==> src/rtl/hazard_pkg.sv <==
// Shared types for the D-stage hazard scoreboard: Tuse/Tnew, stage records.
// Stage records carry a fixed-width rd; the scoreboard zero-extends ADDR_W.
package hazard_pkg;

  typedef logic [1:0] tuse_t;
  typedef logic [1:0] tnew_t;

  localparam tuse_t TUSE_NONE = 2'd3;
  localparam int RD_W_MAX = 8;

  localparam int STG_E = 1;
  localparam int STG_M = 2;
  localparam int STG_W = 3;

  typedef struct packed {
    logic [RD_W_MAX-1:0] rd;
    logic                write;
    tnew_t               tnew;
    logic                md_start;
  } stage_rec_t;

  localparam stage_rec_t STAGE_BUBBLE = '0;

  function automatic tnew_t tnew_dec(tnew_t t);
    return (t == 2'd0) ? t : t - 2'd1;
  endfunction

endpackage

==> src/rtl/md_busy_timer.sv <==
// Mult/div occupancy countdown: loads MULT_LAT or DIV_LAT, busy while nonzero.
// A load request is ignored while a countdown is still running.
import hazard_pkg::*;

module md_busy_timer #(
  parameter int MULT_LAT = 5,
  parameter int DIV_LAT  = 10
) (
  input  logic clk,
  input  logic reset,
  input  logic load,
  input  logic div,
  output logic busy
);

  localparam int LAT_MAX = (DIV_LAT > MULT_LAT) ? DIV_LAT : MULT_LAT;
  localparam int CNT_W   = $clog2(LAT_MAX + 1);

  logic [CNT_W-1:0] cnt;
  logic [CNT_W-1:0] lat;

  assign lat  = div ? CNT_W'(DIV_LAT) : CNT_W'(MULT_LAT);
  assign busy = (cnt != '0);

  always_ff @(posedge clk or posedge reset) begin
    if (reset) begin
      cnt <= '0;
    end else if (load && !busy) begin
      cnt <= lat;
    end else if (busy) begin
      cnt <= cnt - CNT_W'(1);
    end
  end

endmodule

==> src/rtl/hazard_scoreboard.sv <==
// Decode-stage hazard scoreboard: stall/forward selection and HI/LO interlock.
// Optional perf counters (stall_cnt, hl_stall_cnt) under HAZARD_PERF_EN.
import hazard_pkg::*;

module hazard_scoreboard #(
  parameter int DEPTH    = 3,
  parameter int ADDR_W   = 5,
  parameter int MULT_LAT = 5,
  parameter int DIV_LAT  = 10
) (
  input  logic              clk,
  input  logic              reset,
  input  logic              d_valid,
  input  logic              flush,
  input  logic [ADDR_W-1:0] d_rs,
  input  logic [ADDR_W-1:0] d_rt,
  input  logic [1:0]        d_tuse_rs,
  input  logic [1:0]        d_tuse_rt,
  input  logic [ADDR_W-1:0] d_rd,
  input  logic              d_write,
  input  logic [1:0]        d_tnew,
  input  logic              d_usehl,
  input  logic              d_md_start,
  input  logic              d_md_div,
  output logic              stall,
  output logic [2:0]        fwd_rs_sel,
  output logic [2:0]        fwd_rt_sel,
  output logic              md_busy
`ifdef HAZARD_PERF_EN
  ,
  output logic [31:0]       stall_cnt,
  output logic [31:0]       hl_stall_cnt
`endif
);

  stage_rec_t stg [DEPTH:1];
  stage_rec_t d_rec;
  logic       md_div_q;
  logic       busy_w;

  logic       rs_hit, rt_hit;
  tnew_t      rs_tnew, rt_tnew;
  logic [2:0] rs_sel, rt_sel;
  logic       stall_data, stall_hl, stall_any;

  function automatic logic is_prod(stage_rec_t s, logic [ADDR_W-1:0] r);
    return s.write && (r != '0) && (s.rd == RD_W_MAX'(r));
  endfunction

  always_comb begin
    d_rec          = STAGE_BUBBLE;
    d_rec.rd       = RD_W_MAX'(d_rd);
    d_rec.write    = d_write;
    d_rec.tnew     = d_tnew;
    d_rec.md_start = d_md_start;
  end

  // Walk oldest to youngest so the youngest producer wins.
  always_comb begin
    rs_hit  = 1'b0;
    rt_hit  = 1'b0;
    rs_tnew = '0;
    rt_tnew = '0;
    rs_sel  = '0;
    rt_sel  = '0;
    for (int k = DEPTH; k >= 1; k--) begin
      if (is_prod(stg[k], d_rs)) begin
        rs_hit  = 1'b1;
        rs_tnew = stg[k].tnew;
        rs_sel  = 3'(k);
      end
      if (is_prod(stg[k], d_rt)) begin
        rt_hit  = 1'b1;
        rt_tnew = stg[k].tnew;
        rt_sel  = 3'(k);
      end
    end
  end

  assign stall_data = d_valid && (
    (d_tuse_rs != TUSE_NONE && rs_hit && rs_tnew > d_tuse_rs) ||
    (d_tuse_rt != TUSE_NONE && rt_hit && rt_tnew > d_tuse_rt));

  assign stall_hl = d_valid && d_usehl &&
                    (stg[STG_E].md_start || busy_w);

  assign stall_any  = !reset && (stall_data || stall_hl);
  assign stall      = stall_any;
  assign fwd_rs_sel = reset ? 3'd0 : rs_sel;
  assign fwd_rt_sel = reset ? 3'd0 : rt_sel;
  assign md_busy    = !reset && busy_w;

  always_ff @(posedge clk or posedge reset) begin
    if (reset) begin
      for (int k = 1; k <= DEPTH; k++) stg[k] <= STAGE_BUBBLE;
      md_div_q <= 1'b0;
    end else begin
      if (stall_any || flush || !d_valid) begin
        stg[STG_E] <= STAGE_BUBBLE;
      end else begin
        stg[STG_E] <= d_rec;
      end
      md_div_q <= d_md_div;
      for (int k = 2; k <= DEPTH; k++) begin
        stg[k]      <= stg[k-1];
        stg[k].tnew <= tnew_dec(stg[k-1].tnew);
      end
    end
  end

  md_busy_timer #(
    .MULT_LAT (MULT_LAT),
    .DIV_LAT  (DIV_LAT)
  ) u_timer (
    .clk   (clk),
    .reset (reset),
    .load  (stg[STG_E].md_start),
    .div   (md_div_q),
    .busy  (busy_w)
  );

`ifdef HAZARD_PERF_EN
  always_ff @(posedge clk or posedge reset) begin
    if (reset) begin
      stall_cnt    <= '0;
      hl_stall_cnt <= '0;
    end else begin
      if (stall_any) stall_cnt <= stall_cnt + 32'd1;
      if (stall_hl) hl_stall_cnt <= hl_stall_cnt + 32'd1;
    end
  end
`endif

endmodule

==> config.mk <==
export PLATFORM = sky130hd
export DESIGN_NAME = hazard_scoreboard
export DESIGN_NICKNAME = d
export VERILOG_FILES = /design/src/rtl/hazard_pkg.sv /design/src/rtl/md_busy_timer.sv /design/src/rtl/hazard_scoreboard.sv
export SDC_FILE = /design/constraint.sdc
export NUM_CORES = 1
export LEC_CHECK = 0
export BUFFER_PORTS_ARGS = -buffer_cell sky130_fd_sc_hd__clkbuf_2
export CELL_PAD_IN_SITES_DETAIL_PLACEMENT = 0
export CELL_PAD_IN_SITES_GLOBAL_PLACEMENT = 1
export CORE_MARGIN = 2
export CORE_UTILIZATION = 25
export CTS_CLUSTER_SIZE = 14
export DETAILED_ROUTE_END_ITERATION = 6
export PLACE_DENSITY = 0.49
export RECOVER_POWER = 50
export SLEW_MARGIN = 25
export SYNTH_ARGS = -nofsm -noshare
export SYNTH_HDL_FRONTEND = slang
export SYNTH_SLANG_ARGS = --single-unit
==> constraint.sdc <==
create_clock -name clk -period 5.6 [get_ports clk]
set_clock_uncertainty 0.15 [all_clocks]
set_input_delay 1.68 -clock clk [delete_from_list [all_inputs] [get_ports clk]]
set_output_delay 1.68 -clock clk [all_outputs]
set_load 0.01 [all_outputs]
## Word level (Yosys, flattened, before mapping)

Index checks and enable logic that the tools add are counted.

- $lt $le $gt $ge: 2
- Mux-type cells: 26
- Add/sub/neg operators: 3
- Bitwise operators: 0
- Divide/modulo/power cells: 0
- Reductions and logical operators: 36
- Equality and inequality tests: 8
- Shift-type cells: 0
- $mul: 0

Operators by type and width:

| cell | number |
|---|---|
| equality test 8 x 5 -> 1 bit | 6 |
| logical AND 1 bit | 22 |
| two-way mux 2 bit | 10 |
| two-way mux 3 bit | 6 |
| two-way mux 4 bit | 3 |
| nonzero test 5 bit | 2 |
| two-way mux 9 bit | 1 |
| two-way mux 1 bit | 6 |
| logical OR 1 bit | 5 |
| > comparator 2 bit | 2 |
| zero test 2 bit | 2 |
| != test 2 bit, second input constant | 2 |
| nonzero test 4 bit | 1 |
| subtractor 2 x 1 -> 2 bit, second input constant | 2 |
| subtractor 4 x 1 -> 4 bit, second input constant | 1 |
| zero test 1 bit | 3 |
| nonzero test 2 bit | 1 |

- Output and inout bits: 8
- Memory bits (writable): 0
- Register bits: 39
- Bits in latches: 0
- Memories: 0
- Input bits: 29
- Logic and storage cells: 87
- ROM bits: 0

## Longest topological paths before layout

Gate-level depths: netlist (run 1).

- Depth after elaboration: 15
- Mapped depth: 12
- Mapped depth without buffers: 11

## By module

From an unflattened synthesis (run 1), not the netlist that was laid out.

- Cell total of the unflattened synthesis: 176
- Area total of the unflattened synthesis: 1,818.0 sq um

Modules (own cells, without submodules):

| module | cells an instance | instances | sequential area each (sq um) | area an instance (sq um) |
|---|---|---|---|---|
| hazard_scoreboard | 150 | 1 | 650.6 | 1,570.3 |
| md_busy_timer | 26 | 1 | 100.1 | 247.7 |

## Worst setup path before layout (run 1)

OpenSTA, ideal clock, no wires.

- Kind: input-to-output
- From: in d_rt[1]
- To: out stall
- Slack: -0.148 ns
- Cell stages on the path: 10
- Buffers on the path: 0
- Arrival time: 3.918 ns
- Path through: or4_1 > nor2_2 > nor3_1 > and3_1 > o31ai_1 > ha_1 > a22o_1 > nor2_1 > o31ai_1 > a311oi_1

- Longest elaborated chain between the ends: 12

Ends and longest elaborated chain:

| item | line | source |
|---|---|---|
| start, declared | hazard_scoreboard.sv:16 | `input logic [ADDR_W-1:0] d_rt,` |
| nonzero test 5 bit | hazard_scoreboard.sv:47 | `return s.write && (r != '0) && (s.rd == RD_W_MAX'(r));` |
| logical AND 1 bit (2 in a row) | hazard_scoreboard.sv:47 |  |
| two-way mux 2 bit or two-way mux 1 bit (tied branches) (3 in a row) | hazard_scoreboard.sv:72 | `if (is_prod(stg[k], d_rt)) begin` |
| > comparator 2 bit or logical AND 1 bit (tied branches) | hazard_scoreboard.sv:82 | `(d_tuse_rt != TUSE_NONE && rt_hit && rt_tnew > d_tuse_rt));` |
| logical AND 1 bit (*) | hazard_scoreboard.sv:82 |  |
| logical OR 1 bit (*) | hazard_scoreboard.sv:81 | `(d_tuse_rs != TUSE_NONE && rs_hit && rs_tnew > d_tuse_rs) \|\|` |
| logical AND 1 bit (*) | hazard_scoreboard.sv:80 | `assign stall_data = d_valid && (` |
| logical OR 1 bit (*) | hazard_scoreboard.sv:87 | `assign stall_any = !reset && (stall_data \|\| stall_hl);` |
| logical AND 1 bit (*) | hazard_scoreboard.sv:87 |  |
| end, declared | hazard_scoreboard.sv:25 | `output logic stall,` |

Every way passes the cells marked *; elsewhere a longest branch is shown, timed or not.

## Worst setup path in the final report (run 1)

- From: in d_rs[1]
- To: out stall

- Longest elaborated chain between the ends: 12

Ends and longest elaborated chain:

| item | line | source |
|---|---|---|
| start, declared | hazard_scoreboard.sv:15 | `input logic [ADDR_W-1:0] d_rs,` |
| nonzero test 5 bit | hazard_scoreboard.sv:47 |  |
| logical AND 1 bit (2 in a row) | hazard_scoreboard.sv:47 |  |
| two-way mux 2 bit or two-way mux 1 bit (tied branches) (3 in a row) | hazard_scoreboard.sv:67 | `if (is_prod(stg[k], d_rs)) begin` |
| > comparator 2 bit or logical AND 1 bit (tied branches) | hazard_scoreboard.sv:81 |  |
| logical AND 1 bit (*) | hazard_scoreboard.sv:81 |  |
| logical OR 1 bit (*) | hazard_scoreboard.sv:81 |  |
| logical AND 1 bit (*) | hazard_scoreboard.sv:80 |  |
| logical OR 1 bit (*) | hazard_scoreboard.sv:87 |  |
| logical AND 1 bit (*) | hazard_scoreboard.sv:87 |  |

Marked as above.

==> impl_metrics.ini, run 1 <==
[drt]
viasPerCell = 4.24
vias = 1449
firstDrtPassIters = 4
routed_wl_um = 4260
drc = 0
wl_per_cell_um = 12.5
drt_iter0_markers = 42
detail-route-antenna-nets = 0

[placed_design]
dpl.cell_count = 331
io_buffers = 34
dpl_cell_area_sq_um = 2300
place_congestion = 0.782
place_ws_ns = -0.455
dp_hpwl_um = 3600

[logic_synthesis]
netlist_instances = 174
synthArstFlopShare_pct = 100
synth_top_area_share_pct = 42.0
yosys_warnings = 0
synth_top_area_cell = dfrtp_1
synth_seq_cells = 30
synth_area_per_cell_sq_um = 10.3
synth_edf_count = 0
synth_cell_types = 41
yosysMostFrequentCell = dfrtp_1
synth_top_cells_by_area = dfrtp_1, xnor2_1, nor3b_2
ys.flop_type = dfrtp_1
synthTopCellsByCount = dfrtp_1, xnor2_1, nand2_1, nor2_1, nor3b_2
synth_area_sq_um = 1790
seq_area_frac_synth_pct = 42.0

[finish]
nFillCells = 716
fin_nets = 279
drive_above_1_share_pct = 41.1
fin_cells = 342
multiInputGateArea_sq_um = 1040
antenna-diode-count = 0
fin_util_pct = 35.7
seqCellArea_sq_um = 751
fin_area_sq_um = 2450
syn_to_final_growth_pct = 37.4

[timing]
min_period_ns = 5.87
slew_viol_final = 0
hold_violations = 0
slew_headroom_pct = 22.8
setup_violations = 1
setup_slack_ns = -0.273
fmax_ghz = 0.170
finalCritPeriodShare_pct = 105
rsz0062_at_grt = true
worstMarginPinSlew_ns = 1.16

[critical_path]
crit_path_end_kind = output port
path_max_fanout = 5
reg2regPathDepth = 10
start_kind = input port
cpPeakStageDelay_ns = 0.54
cp.arrival_ns = 4.04
crit_start = d_rs[1]
slowest_stage = or4_4
path_buf_inv = 2
crit-reg2reg-launch = stg[16]
worstReg2RegEnd = stg[4]
crit_family = simple AND/OR/NAND/NOR gates
cp_cell_sequence = clkbuf_2 > or4_4 > nor2_4 > or3_4 > mux2i_1 > o21ai_1 > ha_1 > nor2b_1 > or2_2 > o311ai_1 > a311oi_2 > buf_2
reg2reg_slack_ns = 2.37
crit_type = in2out
cp.required_ns = 3.77

[cts]
clk_pin_slew_ns = 0.06
cts.path.max_buffers = 2
numCtsBuffers = 5
cts.sinks = 30
cts_tree = done
postCtsHoldBufs = 0
cts_max_level = 2
clk_latency_ns = 0.28
root_buffer = clkbuf_8

[job]
drv_cap = 0

[grt]
grt_use_total_pct = 12.9
gr-total-overflow = 0
grt_pass1_wl_um = 7470
antenna_found_initial = 0
first_global_vias = 1533
grt_max_degree = 23

[power_and_ir_drop]
p_leak_nw = 1.09
ir_drop_mv = 0.108
fin_total_pwr_uw = 605
powerDensity_nw_per_um2 = 246

[outcome]
outcome = finished, violations left
failed_checks = setup timing

[floorplanning]
initial_core_util_pct = 26.0
fp.dieArea_sq_um = 7840
num_io_pins = 37
core_area_sq_um = 6870
rows = 30
die_y_um = 88.5
die_width_um = 88.5

[min_path]
min_to = stg[15]
worstHoldStart = stg[3]
holdPathStages = 0
hp-class = reg2reg
-- cell usage in the layout (no fill, tap or decap), types with 3 or more instances in the layout --
cell type	n
inv_1	8
buf_4	33
xor2_1	3
o31ai_1	3
nand2_1	9
nor3b_2	9
nor2_1	8
xnor2_1	27
dfrtp_1	30
clkbuf_8	6
nor3_2	3
ha_1	5
nand4_1	6
o21ai_0	5
and2_1	4
clkbuf_2	33
a21oi_1	6
nor2b_1	4
nor3_1	5
-- metal layers --
| layer | wire length, um | up-vias | global-route usage, % |
|---|---|---|---|
| met5 | 0 | - | 0 |
| met4 | 65 | 0 | 4.96 |
| met3 | 133 | 5 | 2.52 |
| met2 | 1980 | 27 | 20.2 |
| met1 | 2080 | 667 | 17.5 |
| li1 | - | 750 | - |
-- state kept, by name (all words and copies together), names as in the netlist --
name,flops
md_div_q,1
stg,25
u_timer.cnt,4
-- area by class of cell --
cell class,instances,area share (%)
sequential,30,30.6
inverter,8,1.22
multi-input combinational,132,42.4
tap,96,4.89
timing repair buffer,68,17.2
clock buffer,7,3.52
clock inverter,1,0.204
-- report_power, final --
part / total, mW / internal (mW) / switching [mW]
clock: 0.176 / 0.0989 / 0.0767
combinational: 0.156 / 0.0796 / 0.0768
sequential: 0.273 / 0.246 / 0.0267
-- cells by family after synthesis --
| logic type | share of synthesized area, % |
|---|---|
| other | 0.210 |
| AND/OR/NAND/NOR | 24.3 |
| adder cells (fa/ha/maj) | 3.50 |
| flip-flops | 42.0 |
| XOR/XNOR | 15.2 |
| multiplexers | 1.12 |
| AO/OA/AOI/OAI | 10.0 |
| buffers and inverters | 3.64 |
-- how the worst max path moves through the flow --
stage          endpoint  slack (ns)  depth (start not counted)
5_1_grt           stall       -0.44                         11
2_1_floorplan     stall       -0.02                         10
4_1_cts           stall       -0.35                         12
3_3_place_gp      stall       -0.47                         12
6_report          stall       -0.27                         12
3_5_place_dp      stall       -0.45                         12
-- stage by stage --
stage	TNS [ns]	hold slack, ns
2_1_floorplan	-0.0191	0.223
3_3_place_gp	-0.468	0.252
3_5_place_dp	-0.455	0.251
4_1_cts	-0.348	0.265
5_1_grt	-0.436	0.281
6_report	-0.273	0.261
-- repair_timing --
action | 4_1_cts | 5_1_grt
gates cloned | 0 | 0
pin swaps | 4 | 11
buffers inserted | 2 | 1
resized for setup | 6 | 6
endpoints found under the setup margin | 1 | 1
No activity file was read; power rests on OpenSTA's default activity.
==> inputs of run 2 (changes only) <==
- PLACE_DENSITY: 0.49 -> default
- PLACE_DENSITY_LB_ADDON: default -> 0.1
==> impl_metrics.ini, run 2 (synthesis results as in run 1) <==
[timing]
finalCritPeriodShare_pct = 105
hold_violations = 0
setup_slack_ns = -0.296
hold_slack_ns = 0.261
slew_viol_final = 31
slew_headroom_pct = -10.9
tns_ns = -0.296
fmax_ghz = 0.170
min_period_ns = 5.90
worstMarginPinSlew_ns = 1.66
rsz0062_at_grt = true
setup_violations = 1

[power_and_ir_drop]
ir_drop_mv = 0.129
fin_total_pwr_uw = 614
powerDensity_nw_per_um2 = 248
p_leak_nw = 1.10

[grt]
antenna_found_initial = 0
gr-total-overflow = 0
first_global_vias = 1600
grt_pass1_wl_um = 7530
grt_max_degree = 31
grt_use_total_pct = 12.7

[critical_path]
start_kind = input port
path_max_fanout = 5
cp_cell_sequence = clkbuf_8 > or4_4 > nor2_4 > or3_4 > mux2i_1 > o21ai_1 > ha_1 > a22o_1 > nor2_2 > o31ai_2 > a311oi_2 > buf_2
cpPeakStageDelay_ns = 0.54
crit_type = in2out
crit_family = simple AND/OR/NAND/NOR gates
path_buf_inv = 2
cp.arrival_ns = 4.07
crit_path_end_kind = output port
slowest_stage = or4_4
cp.required_ns = 3.77

[finish]
fin_cells = 344
largest_register_ffs = 25
fin_util_pct = 36.0
antenna-diode-count = 0
final_cell_mix = buf_4, clkbuf_2, dfrtp_1
fin_nets = 281
largestRegisters = stg x25, u_timer.cnt x4, md_div_q x1
largest-register = stg
drive_above_1_share_pct = 41.1
final_common_cell = buf_4
syn_to_final_growth_pct = 38.6
fin_area_sq_um = 2480

[cts]
cts.sinks = 30
clk_pin_slew_ns = 0.07
cts_max_level = 2
cts_tree = done
numCtsBuffers = 5
clk_latency_ns = 0.28
cts.path.max_buffers = 2
postCtsHoldBufs = 0
root_buffer = clkbuf_8

[floorplanning]
die_width_um = 88.5
core_area_sq_um = 6870
rows = 30
fp.dieArea_sq_um = 7840
die_y_um = 88.5
num_io_pins = 37
initial_core_util_pct = 26.0

[drt]
detail-route-antenna-nets = 0
wl_per_cell_um = 13.0
routed_wl_um = 4480
firstDrtPassIters = 4
viasPerCell = 4.31
drt_iter0_markers = 42
vias = 1481
drc = 0

[placed_design]
place_ws_ns = -0.476
dp_hpwl_um = 3690
place_congestion = 0.775
io_buffers = 34
dpl.cell_count = 332
dpl_cell_area_sq_um = 2310

[min_path]
hp-class = reg2reg

[outcome]
outcome = finished, violations left
failed_checks = capacitance limit, slew limit, setup timing

[job]
drv_cap = 1
## run 2: layout make-up
class	instances	area [sq um]
clock buffers	7	86.3
fillers	735	4390
well taps	96	120
multi-input cells	132	1040
inverters	8	30.0
clock inverters	1	5.00
flip-flops and latches	30	751
repair buffers	70	445
## run 2: worst paths after layout
path / startpoint / to / slack [ns] / cells past startpoint
min in group asynchronous: reset / stg[15] / 1.95 / 3
max in group asynchronous: reset / stg[3] / 2.38 / 3
worst min register to register: stg[3] / stg[15] / 0.26 / 0
worst max-delay path: d_rt[2] / stall / -0.30 / 12
worst min-delay path: stg[3] / stg[15] / 0.26 / 0
worst max register to register: stg[16] / stg[0] / 2.30 / 10
## run 2: where the power goes
group	internal (mW)	switching, mW
registers	0.246	0.0280
clock network	0.0990	0.0786
logic	0.0806	0.0824
total	0.425	0.189
## run 2: layer usage
| metal | global-route usage [%] | vias up | wire length [um] |
|---|---|---|---|
| met5 | 0 | - | 0 |
| met4 | 3.31 | 0 | 26 |
| met3 | 2.99 | 4 | 177 |
| met2 | 20.8 | 32 | 2100 |
| met1 | 16.8 | 696 | 2180 |
| li1 | - | 749 | - |
## run 2: worst register-to-register path, stage by stage (launching register included)
cell and delay, ns:
dfrtp_1 0.42, xnor2_1 0.23, nand4_1 0.18, or3_4 0.38, and3_1 0.19, o31ai_2 0.18, ha_1 0.26, a22o_1 0.22
o31ai_1 0.26, o31a_1 0.59, nor3b_2 0.10
## run 2: repair_timing
item,4_1_cts,5_1_grt
buffers inserted,4,0
resized for setup,7,5
endpoints found under the setup margin,1,1
pin swaps,4,3
